[src/rtl/if_id_pipe_reg.sv]
// -----------------------------------------------------------------------------
// if_id_pipe_reg
//
// Pipeline register between the Instruction Fetch (IF) and Instruction
// Decode (ID) stages of the in-order RISC-V core. It captures the fetched
// instruction word and its PC on each enabled clock edge. A stall holds the
// stage. A flush replaces the stage with a bubble (NOP, RESET_PC, invalid).
//
// Update priority at each rising edge of clk: reset > flush > enable > hold.
// All outputs come straight from flops, so there is no combinational path
// from any input to any output.
//
// Parameters:
//   XLEN       width of the PC and instruction datapath
//   NOP_INSTR  instruction loaded on reset/flush (addi x0,x0,0)
//   RESET_PC   d_pc value loaded on reset/flush
//
// Ports:
//   clk         in   rising-edge clock
//   reset       in   synchronous, active-high reset
//   enable      in   1 = capture IF values, 0 = hold (stall)
//   flush       in   1 = replace stage contents with a bubble
//   f_valid     in   IF-stage instruction valid
//   f_instr     in   [XLEN] fetched instruction word
//   f_pc        in   [XLEN] PC of the fetched instruction
//   d_valid     out  ID-stage instruction valid
//   d_instr     out  [XLEN] registered instruction for decode
//   d_pc        out  [XLEN] registered PC for decode
//   d_pc_plus4  out  [XLEN] registered f_pc+4 (wraps modulo 2^XLEN).
//                    Present only when IF_ID_PC_PLUS4_EN is defined.
//
// Optional feature macro: IF_ID_PC_PLUS4_EN
// -----------------------------------------------------------------------------
module if_id_pipe_reg #(
   parameter int              XLEN      = 32,
   parameter logic [XLEN-1:0] NOP_INSTR = 'h0000_0013,
   parameter logic [XLEN-1:0] RESET_PC  = 'h0000_0000
) (
   input  logic            clk,
   input  logic            reset,
   input  logic            enable,
   input  logic            flush,
   input  logic            f_valid,
   input  logic [XLEN-1:0] f_instr,
   input  logic [XLEN-1:0] f_pc,
   output logic            d_valid,
   output logic [XLEN-1:0] d_instr,
   output logic [XLEN-1:0] d_pc
`ifdef IF_ID_PC_PLUS4_EN
   ,
   output logic [XLEN-1:0] d_pc_plus4
`endif
);

   // Stage state
   logic            valid_reg, valid_next;
   logic [XLEN-1:0] instr_reg, instr_next;
   logic [XLEN-1:0] pc_reg,    pc_next;

`ifdef IF_ID_PC_PLUS4_EN
   // The bubble value is a constant, so the adder is needed only on the
   // capture path.
   localparam logic [XLEN-1:0] RESET_PC_PLUS4 = RESET_PC + XLEN'(4);

   logic [XLEN-1:0] pc_plus4_reg, pc_plus4_next;
`endif

   // Next-state selection. Reset and flush both load the same bubble. Reset
   // is still ranked first so that the whole priority order is explicit.
   always_comb begin
      valid_next = valid_reg;
      instr_next = instr_reg;
      pc_next    = pc_reg;
      if (reset || flush) begin
         valid_next = 1'b0;
         instr_next = NOP_INSTR;
         pc_next    = RESET_PC;
      end else if (enable) begin
         // An invalid fetch still loads its instruction and PC. Only the
         // valid bit marks the entry as a bubble.
         valid_next = f_valid;
         instr_next = f_instr;
         pc_next    = f_pc;
      end
   end

`ifdef IF_ID_PC_PLUS4_EN
   always_comb begin
      pc_plus4_next = pc_plus4_reg;
      if (reset || flush) begin
         pc_plus4_next = RESET_PC_PLUS4;
      end else if (enable) begin
         // The carry out is dropped on purpose, so 0xFFFF_FFFC wraps to 0.
         pc_plus4_next = f_pc + XLEN'(4);
      end
   end
`endif

   always_ff @(posedge clk) begin
      valid_reg <= valid_next;
      instr_reg <= instr_next;
      pc_reg    <= pc_next;
`ifdef IF_ID_PC_PLUS4_EN
      pc_plus4_reg <= pc_plus4_next;
`endif
   end

   assign d_valid = valid_reg;
   assign d_instr = instr_reg;
   assign d_pc    = pc_reg;
`ifdef IF_ID_PC_PLUS4_EN
   assign d_pc_plus4 = pc_plus4_reg;
`endif

endmodule

[config.mk]
export PLATFORM = sky130hd
export DESIGN_NAME = if_id_pipe_reg
export DESIGN_NICKNAME = d
export VERILOG_FILES = /design/src/rtl/if_id_pipe_reg.sv
export SDC_FILE = /design/constraint.sdc
export NUM_CORES = 1
export LEC_CHECK = 0
export CAP_MARGIN = 20
export CORE_ASPECT_RATIO = 0.6
export CORE_MARGIN = 2
export CORE_UTILIZATION = 37
export CTS_CLUSTER_DIAMETER = 80
export DETAILED_ROUTE_END_ITERATION = 12
export GPL_ROUTABILITY_DRIVEN = 0
export GPL_TIMING_DRIVEN = 0
export PLACE_DENSITY = 0.79
export SLEW_MARGIN = 15
export SYNTH_ARGS = -nofsm -noshare
export SYNTH_HDL_FRONTEND = slang
export SYNTH_SLANG_ARGS = --single-unit
[constraint.sdc]
create_clock -name clk -period 1.1 [get_ports clk]
set_input_delay 0.22 -clock clk [delete_from_list [all_inputs] [get_ports clk]]
set_output_delay 0.22 -clock clk [all_outputs]
set_load 0.03 [all_outputs]
## Word-level counts from Yosys, hierarchy flattened

Index checks and enable logic that the tools add are counted.

| operators by class | value |
|---|---|
| reduce and logical (&&, ||, !) cells | 1 |

Operators with widths:

| kind | count |
|---|---|
| $logic_or A1 B1 Y1 | 1 |

| word-level totals | value |
|---|---|
| flip-flop bits (word level) | 65 |
| input port bits | 69 |
| output and inout port bits | 65 |
| logic and storage cells | 4 |

## Depth between registers and ports, before layout

Gate-level depths: netlist (run 1).

| logic depth | value |
|---|---|
| depth after elaboration | 1 |
| depth in mapped cells | 4 |
| mapped depth without buffers | 2 |

## Worst setup path after synthesis (run 1)

Ideal clock, no wire load.

| timing path | value |
|---|---|
| kind | input to register |
| start point | in enable |
| end point | reg instr_reg[0], in the netlist d_instr[0] |
| setup time | 121 ps |
| arrival time | 797 ps |
| data required time | 979 ps |
| path slack | 182 ps |
| stages on the path | 4 |
| path buffers | 2 |
| path through | buf_4 -> buf_6 -> mux2i_1 -> nand2_1 |

RTL lines:

| what | RTL line | source |
|---|---|---|
| from (decl) | 41 | `input logic enable,` |
| to (signal assigned) | 101 | `instr_reg <= instr_next;` |
| to (decl) | 57 | `logic [XLEN-1:0] instr_reg, instr_next;` |

## Final worst setup path (run 1)

| timing path | value |
|---|---|
| start point | in flush |
| end point | reg instr_reg[10], in the netlist d_instr[10] |

| on the way | value |
|---|---|
| longest elaborated chain between the ends | 1 |

RTL lines:

| what | RTL line | source |
|---|---|---|
| from (decl) | 42 | `input logic flush,` |
| $logic_or A1 B1 Y1 | 74 | `if (reset \|\| flush) begin` |

Every way passes these cells.
A chain may end at the register's enable or synchronous reset.

==> results of run 1 <==
## metal layers
metal  vias to the layer above  global-route usage  routed length [um]
li1                        977                   -                   -
met1                       881               0.230                2820
met2                        92               0.277                2620
met3                         6              0.0962                 524
met4                         0              0.0543                  53
met5                         -                   0                   0
## worst reg2reg max path, delay by kind of cell, from the launching register on
family,cells,cell delay (ps)
DFF,1,330
and+or+nand+nor,1,60
muxes,1,160
## worst max path at each step
stage,from,endpoint,slack [ps],depth (start not counted)
after global placement,flush,d_pc[0],-300,5
after detailed placement,flush,d_instr[28],-350,5
after floorplan,enable,d_instr[0],180,4
final,flush,d_instr[10],20,5
after CTS,d_pc[20],d_pc[20],0.01,1
after global routing,flush,d_pc[13],-9,5
## sequential cells by signal, indices dropped and copies added, names as in the netlist
signal / flops
d_valid: 1
d_instr: 32
d_pc: 32
## area by class of cell
class / instances / share of cell area
plain buffers: 14 / 0.0292
repair buffers: 132 / 0.334
clock inverters: 3 / 0.0100
multi-input cells: 132 / 0.227
clock buffers: 12 / 0.0389
flip-flops and latches: 65 / 0.334
well taps: 84 / 0.0264
## logic make-up (layout without fill, tap and decap cells)
kind of cell  count (synthesis)  after routing
simple gates                 67             67
mux                          65             65
buf+inv                      14            161
flops                        65             65
## what timing repair did
action | in CTS | in global routing
endpoints found under the setup margin | 65 | 78
endpoints found under the hold margin | 0 | 0
gates resized for setup | 346 | 166
## power by group through the flow
stage / Sequential [mW] / Clock [mW] / Combinational [mW]
after floorplan: 2.67 / 0 / 0.267
after global placement: 2.52 / 0 / 0.853
after detailed placement: 2.52 / 0 / 0.866
after CTS: 2.47 / 2.06 / 0.812
after global routing: 2.49 / 2.23 / 0.925
final: 2.49 / 2.01 / 0.868
## placed cells by master (no fill, tap or decap)
cell type	Yosys	routed
clkdlybuf4s50_1	0	67
mux2i_1	65	65
nor2_1	63	62
buf_6	5	51
dfxtp_1	65	40
dfxtp_2	0	25
buf_4	2	23
clkbuf_8	0	11
buf_2	7	3
nand2_1	3	3
clkbuf_4	0	2
clkinv_2	0	2
or2_1	1	1
nor2_2	0	1
bufinv_16	0	1
clkbuf_1	0	1
==> results.toml, run 1 <==
[worst_setup_path]
worstSetupPathType = "in -> reg"
path_cells = "clkdlybuf4s50_1 -> or2_1 -> buf_4 -> buf_2 -> nor2_1"
cp_num_buf_inv = 3
path_delay_family = "buffers and inverters"
regToRegSetupSlack_ps = 440
crit_required_ps = 1360
reg2reg_from = "d_instr[28]"
worst_setup_path_start_kind = "input port"
end_kind = "register"
crit_fanout = 10
arrival_ps = 1340
reg2reg_depth = 2
cp_slowest_stage_delay_ps = 420
cpMaxStageDelayCell = "clkdlybuf4s50_1"
r2r-end = "d_instr[28]"

[timing]
finClkSkew_ps = 0
hold_viol_final = 0
clock.fmax_ghz = 0.925
hold_slack_ps = 283
finalSetupTns_ps = 0
max_slew_margin = 0.798
period_minus_slack_ps = 1080
tightest_slew_ps = 302
slew_viol_final = 0
worst_slack_ps = 18.6
finalSetupViolations = 0
min_period_over_period = 0.983
rsz0062_at_grt = "true"

[synth]
synth_seq_cells = 65
synth-compound-area-share = 0
async_reset_ff_frac = 0
synth_top_area_share = 0.563
synthXorXnorAreaFrac = 0
synth.distinct_cells = 8
synthAdderAreaFrac = 0
synth-simple-area-share = 0.110
ys_top_cells_by_area = "dfxtp_1, mux2i_1, nor2_1, buf_6, buf_2"
ys_seq_area_frac = 0.563
yosys.area.top_type = "dfxtp_1"
synthFlopType = "dfxtp_1"
synth_edf_count = 0
synth_nets = 280
synthCells = 211
synth_top_family_by_area = "multiplexers"
yosys_warnings = 0
yosys-top-cells-count = "dfxtp_1, mux2i_1, nor2_1"
avgSynthCellArea_um2 = 11.0
synthMuxAreaShare = 0.281
syn-cell-area_mm2 = 0.00231

[global_route]
grt_max_degree = 11
grt_pass1_vias = 1928
antenna_found_initial = 0
grt_pass1_wl_mm = 9.63
grt.total_usage = 0.184
grt_overflow = 0

[final_layout]
multi_input_area_um2 = 907
antenna_cells = 0
syn_to_final_growth_pct = 72.5
final_nets = 423
layout.cells.non_filler = 442
drive_gt1_frac = 0.332
regArea_mm2 = 0.00133
fill_cells = 502
final_design_area_no_fill_mm2 = 0.00399
post-route-util = 0.655

[power_and_ir_drop]
internal_power_mw = 4.07
p_sw_mw = 1.29
clkPwrFrac = 0.374
p_total_mw = 5.36
netSwitchingFraction = 0.240
power_leakage_nw = 1.82
pwr-share-comb = 0.162
p_per_area_mw_per_mm2 = 1340
seqPwrFrac = 0.464
peakVddDrop_v = 0.000817

[floorplan]
chipHeight_um = 65.2
start_util = 0.380
num_rows = 22
dieArea_mm2 = 0.00692
core_area_mm2 = 0.00608
fp.dieW_um = 106
io_pins = 134

[placed_design]
dpl-instance-area_mm2 = 0.00374
place_hpwl_mm = 4.39
dp_slack_ps = -351
dp_cells = 427
port_buffers = 132

[clock_tree]
cts_root_buffer = "clkbuf_8"
cts.path.max_buffers = 2
clock_latency_ps = 330
hold_buffers = 0
cts_setup_buffers = 0
cts_made_buffers = 9
cts_tree = "built"
clock_sinks = 65
htreeDepth = 3
clk_pin_slew_ps = 70

[route]
via_count = 1956
drc_errors = 0
ant_nets = 0
firstDrtPassIters = 4
drt-wirelength-per-cell_um = 13.6
drt-initial-drc-count = 53
viasPerCell = 4.43
wl_mm = 6.01

[hold_path]
holdCritPathClass = "in -> reg"
min_path_cells = 3
hp-start = "enable"
whs_endpoint = "d_instr[29]"

[outcome]
status = "finished clean"

[job]
maxCapViolations = 0
(Power assumes the default switching activity.)
==> run 2: changes to the inputs <==
--- a/config.mk
+++ b/config.mk
@@ -5,15 +5,17 @@
 export SDC_FILE = /design/constraint.sdc
 export NUM_CORES = 1
 export LEC_CHECK = 0
+export ABC_AREA = 1
 export CAP_MARGIN = 20
 export CORE_ASPECT_RATIO = 0.6
 export CORE_MARGIN = 2
-export CORE_UTILIZATION = 37
+export CORE_UTILIZATION = 62
 export CTS_CLUSTER_DIAMETER = 80
 export DETAILED_ROUTE_END_ITERATION = 12
+export DONT_BUFFER_PORTS = 1
 export GPL_ROUTABILITY_DRIVEN = 0
 export GPL_TIMING_DRIVEN = 0
-export PLACE_DENSITY = 0.79
+export PLACE_DENSITY = 0.78
 export SLEW_MARGIN = 15
 export SYNTH_ARGS = -nofsm -noshare
 export SYNTH_HDL_FRONTEND = slang
==> run 2 against run 1 <==
Power decreased by 10%. Sequential cell count stayed put. Cell count grew 10%. Clock power decreased by 19%. Clock skew is the same. First-iteration DRC count increased by 68%. Setup slack improved by 14 ps. Via count up 15%. Non-clock buffer count decreased by 122. Synthesized cell count is 93% higher. Critical path type is now reg -> out. Largest power group unchanged.
==> results.toml, run 2 <==
[job]
maxCapViolations = 0

[floorplan]
dieArea_mm2 = 0.00483
num_rows = 18
fp.dieW_um = 88.4
start_util = 0.646
core_area_mm2 = 0.00410
chipHeight_um = 54.6
io_pins = 134

[synth]
async_reset_ff_frac = 0
synthCells = 407
yosys.area.top_type = "dfxtp_1"
avgSynthCellArea_um2 = 6.51
synthFlopType = "dfxtp_1"
synth_most_common_cell = "nand2_1"
synth.distinct_cells = 8
synth_nets = 476
synth_seq_cells = 65
synth_edf_count = 0
yosys-top-cells-count = "nand2_1, nor2_1, dfxtp_1"
ys_top_cells_by_area = "dfxtp_1, nand2_1, nor2_1, inv_1, buf_2"
syn-cell-area_mm2 = 0.00265
ys_seq_area_frac = 0.491
synth_top_area_share = 0.491
yosys_warnings = 0

[outcome]
status = "finished clean"

[route]
via_count = 2241
drc_errors = 0
wl_mm = 5.51
ant_nets = 0
drt-wirelength-per-cell_um = 11.3
firstDrtPassIters = 4
viasPerCell = 4.61
drt-initial-drc-count = 89

[final_layout]
drive_gt1_frac = 0.216
final_common_cell = "nand2_1"
antenna_cells = 0
syn_to_final_growth_pct = 12.6
final_nets = 490
final_cell_mix = "nand2_1, nor2_1, inv_1, dfxtp_2, buf_2"

[clock_tree]
cts_made_buffers = 9
cts_root_buffer = "clkbuf_8"
clk_pin_slew_ps = 70
htreeDepth = 3
clock_sinks = 65
cts.path.max_buffers = 2
cts_setup_buffers = 0
clock_latency_ps = 340
cts_tree = "built"

[worst_setup_path]
critPathCapture = "d_instr[24]"
regToRegSetupSlack_ps = 350
startpoint = "d_instr[24]"
r2r-end = "d_pc[12]"
worstSetupPathType = "reg -> out"
end_kind = "output pin"
arrival_ps = 850
worst_setup_path_start_kind = "register"
crit_required_ps = 880
cp.depth = 0
reg2reg_depth = 2
reg2reg_from = "d_pc[12]"
crit_fanout = 2

[global_route]
grt_pass1_vias = 1851
antenna_found_initial = 0
grt_pass1_wl_mm = 8.16
grt_max_degree = 11
grt.total_usage = 0.230
grt_overflow = 0

[placed_design]
port_buffers = 0
place_hpwl_mm = 4.05

[timing]
finClkSkew_ps = 0
slew_viol_final = 0
period_minus_slack_ps = 1070
clock.fmax_ghz = 0.937
rsz0062_at_grt = "false"
finalSetupTns_ps = 0
tightest_slew_ps = 331
hold_viol_final = 0
max_slew_margin = 0.779
finalSetupViolations = 0
min_period_over_period = 0.970

[power_and_ir_drop]
power_leakage_nw = 1.59
p_per_area_mw_per_mm2 = 1610
clkPwrFrac = 0.340
pwr-share-comb = 0.089
peakVddDrop_v = 0.000957
seqPwrFrac = 0.572
p_sw_mw = 1.36
internal_power_mw = 3.45
p_total_mw = 4.81
netSwitchingFraction = 0.282

[hold_path]
holdCritPathClass = "in -> reg"
## run 2: changes by cell type after synthesis, sizes merged
cell   before  now
nor2       63  125
nand2       3  130
mux2i      65    0
nand3       0    3
buf        14   21
or2         1    0
inv         0   63
## run 2: through the flow
stage | utilization | setup slack [ps] | instance area, um^2 | hold WS [ps] | cells
after global routing | 0.727 | 0.583 | 2980 | 45.8 | 486
after CTS | 0.710 | 1.40 | 2910 | 57.5 | 486
final | 0.727 | 32.5 | 2980 | 61.6 | 486
after detailed placement | 0.665 | 146 | 2720 | 353 | 467
after global placement | 0.665 | 173 | 2720 | 349 | 467
after floorplan | - | 292 | 2650 | 346 | 407
## run 2: worst min-delay path by stage
| stage | start | end | slack, ps | cells after the start |
|---|---|---|---|---|
| after floorplan | f_instr[0] | d_instr[0] | 350 | 2 |
| after global placement | f_instr[0] | d_instr[0] | 350 | 2 |
| after detailed placement | f_instr[4] | d_instr[4] | 350 | 2 |
| after CTS | f_instr[26] | d_instr[26] | 60 | 4 |
| after global routing | f_instr[20] | d_instr[20] | 50 | 4 |
| final | f_instr[26] | d_instr[26] | 60 | 4 |
## run 2: layout make-up
type | instances | area [um^2]
well taps | 60 | 75.1
repair buffers | 3 | 30.0
flip-flops and latches | 65 | 1370
fillers | 357 | 1120
plain buffers | 21 | 139
multi-input cells | 258 | 972
inverters | 63 | 236
clock buffers | 12 | 135
clock inverters | 4 | 20.0
## run 2: power by group through the flow
stage,Clock [mW],Combinational (mW),Sequential [mW]
after floorplan,0,0.351,2.76
after global placement,0,0.405,2.78
after detailed placement,0,0.418,2.78
after CTS,1.67,0.428,2.73
after global routing,1.78,0.506,2.76
final,1.63,0.426,2.75
## run 2: cells by family (layout without fill, tap and decap cells)
group	Yosys count	count (layout)	share of synthesized area
and+or+nand+nor	258	258	0.367
buffers and inverters	84	103	0.142
DFF	65	65	0.491
## run 2: per-layer routing
layer / up-vias / GRT usage / wire length [um]
li1: 1182 / - / -
met5: - / 0 / 0
met2: 92 / 0.360 / 2420
met4: 0 / 0.0909 / 97
met3: 8 / 0.140 / 645
met1: 959 / 0.260 / 2340
## run 2: repair_timing
item | in CTS | in global routing
setup endpoints to repair | 2 | 56
endpoints found under the hold margin | 3 | 0
resized for setup | 2 | 56
hold buffers | 3 | 0
==> run 3: changes to the inputs <==
--- a/config.mk
+++ b/config.mk
@@ -9,13 +9,14 @@
 export CAP_MARGIN = 20
 export CORE_ASPECT_RATIO = 0.6
 export CORE_MARGIN = 2
-export CORE_UTILIZATION = 62
+export CORE_UTILIZATION = 56
 export CTS_CLUSTER_DIAMETER = 80
 export DETAILED_ROUTE_END_ITERATION = 12
 export DONT_BUFFER_PORTS = 1
 export GPL_ROUTABILITY_DRIVEN = 0
 export GPL_TIMING_DRIVEN = 0
-export PLACE_DENSITY = 0.78
+export PLACE_DENSITY = 0.74
+export SETUP_SLACK_MARGIN = 0.2
 export SLEW_MARGIN = 15
 export SYNTH_ARGS = -nofsm -noshare
 export SYNTH_HDL_FRONTEND = slang
==> constraint.sdc (replaced) <==
create_clock -name clk -period 0.9 [get_ports clk]
set_input_delay 0.18 -clock clk [delete_from_list [all_inputs] [get_ports clk]]
set_output_delay 0.18 -clock clk [all_outputs]
set_load 0.03 [all_outputs]
==> run 3 against run 2 <==
Global-route usage increased by 0.48 points. Hold slack got worse by 46 ps. Non-clock buffer count increased by 2. Final area increased by 12%. Cell count increased by 1.0%. Largest cell class unchanged. Combinational power increased by 36%. The run now ends with negative setup slack left. Clock skew unchanged. First-iteration DRC count decreased by 5.6%.
==> results.toml, run 3 (same netlist as run 2, synthesis figures left out) <==
[route]
ant_nets = 0
wl_met3_um = 613
via_count = 2251
wl_met2_mm = 2.75
wl_mm = 5.83
wl_met1_mm = 2.43
drc_errors = 0
top_layer_used = "met4"
drt-wirelength-per-cell_um = 11.9
firstDrtPassIters = 5
viasPerCell = 4.58
drt-initial-drc-count = 84

[worst_setup_path]
worstSetupPathType = "reg -> out"
worst_setup_path_start_kind = "register"
regToRegSetupSlack_ps = 230
crit_fanout = 2
crit_required_ps = 720
end_kind = "output pin"
r2r-end = "d_pc[23]"
startpoint = "d_pc[17]"
reg2reg_from = "d_pc[23]"
reg2reg_depth = 2
arrival_ps = 750

[final_layout]
final_nets = 492
final_cell_mix = "nand2_1, nor2_1, dfxtp_4, inv_1, buf_6"
syn_to_final_growth_pct = 26.4
final_design_area_no_fill_mm2 = 0.00335
antenna_cells = 0
drive_gt1_frac = 0.243
fill_cells = 372
final_common_cell = "nand2_1"

[timing]
hold_viol_final = 0
hold_slack_ps = 15.9
slew_viol_final = 0
finalSetupViolations = 65
max_slew_margin = 0.885
worst_slack_ps = -28.1
min_period_over_period = 1.03
period_minus_slack_ps = 928
clock.fmax_ghz = 1.08
finClkSkew_ps = 0
tightest_slew_ps = 173
rsz0062_at_grt = "true"

[power_and_ir_drop]
peakVddDrop_v = 0.00129
p_total_mw = 6.57
power_leakage_nw = 1.68
p_per_area_mw_per_mm2 = 1960

[floorplan]
fp.dieW_um = 92.8
num_rows = 19
core_area_mm2 = 0.00456
start_util = 0.580
dieArea_mm2 = 0.00531
io_pins = 134
chipHeight_um = 57.3

[hold_path]
min_path_cells = 4
hp-start = "f_instr[24]"
whs_endpoint = "d_instr[24]"
holdCritPathClass = "in -> reg"

[clock_tree]
cts_made_buffers = 9
htreeDepth = 3
cts_setup_buffers = 0
cts_tree = "built"
clock_sinks = 65
clk_pin_slew_ps = 70
cts_root_buffer = "clkbuf_8"
clock_latency_ps = 340
cts.path.max_buffers = 2

[global_route]
grt_max_degree = 12
grt_overflow = 0
grt_pass1_vias = 2079
grt_pass1_wl_mm = 9.46
grt.total_usage = 0.235
antenna_found_initial = 0

[placed_design]
dpl-instance-area_mm2 = 0.00283
dp_slack_ps = 43.6
port_buffers = 0
place_hpwl_mm = 4.12

[outcome]
violations = "negative setup slack"
status = "finished with violations"

[job]
maxCapViolations = 0
run 3: cell types whose count changed in the layout (fill, tap and decap cells not counted), sizes merged:
cell and change:
bufinv +2, clkbuf -1, clkinv -2, clkinvlp +1, dlygate4sd3 +2
run 3: worst max path at each step:
stage | to | slack [ps] | cells after the start
final | d_pc[17] | -30 | 0
after global routing | d_pc[17] | -70 | 0
after CTS | d_pc[17] | -50 | 0
after detailed placement | d_pc[23] | 40 | 5
after global placement | d_pc[16] | 110 | 5
after floorplan | d_instr[10] | 200 | 5
run 3: cell type report:
cell class                      count  area, um^2  area share
Multi-Input combinational cell    258         982       0.293
Clock inverter                      5        77.6      0.0232
Timing Repair Buffer                5        50.0      0.0149
Tap cell                           63        78.8      0.0235
Clock buffer                       11         151      0.0452
Inverter                           63         236      0.0706
Sequential cell                    65        1550       0.462
Buffer                             21         226      0.0676
run 3: routing by layer:
layer / vias up / global-route usage
met3: 4 / 0.140
met1: 976 / 0.262
li1: 1186 / -
met4: 0 / 0.0588
met2: 85 / 0.390
met5: - / 0
run 3: report_power, final:
part | total (mW) | internal, mW | switching [mW]
combinational | 0.579 | 0.254 | 0.325
clock | 2.76 | 1.70 | 1.06
sequential | 3.23 | 2.90 | 0.330
run 3: through the flow:
| stage | instances | util | TNS (ps) |
|---|---|---|---|
| after floorplan | 407 | - | 0 |
| after global placement | 470 | 0.621 | 0 |
| after detailed placement | 470 | 0.621 | 0 |
| after CTS | 491 | 0.733 | -2410 |
| after global routing | 491 | 0.734 | -3780 |
| final | 491 | 0.734 | -1300 |
run 3: repair_timing:
action | in CTS | in global routing
gates resized for setup | 122 | 1
endpoints found under the hold margin | 5 | 0
hold buffers | 5 | 0
setup endpoints to repair | 122 | 66
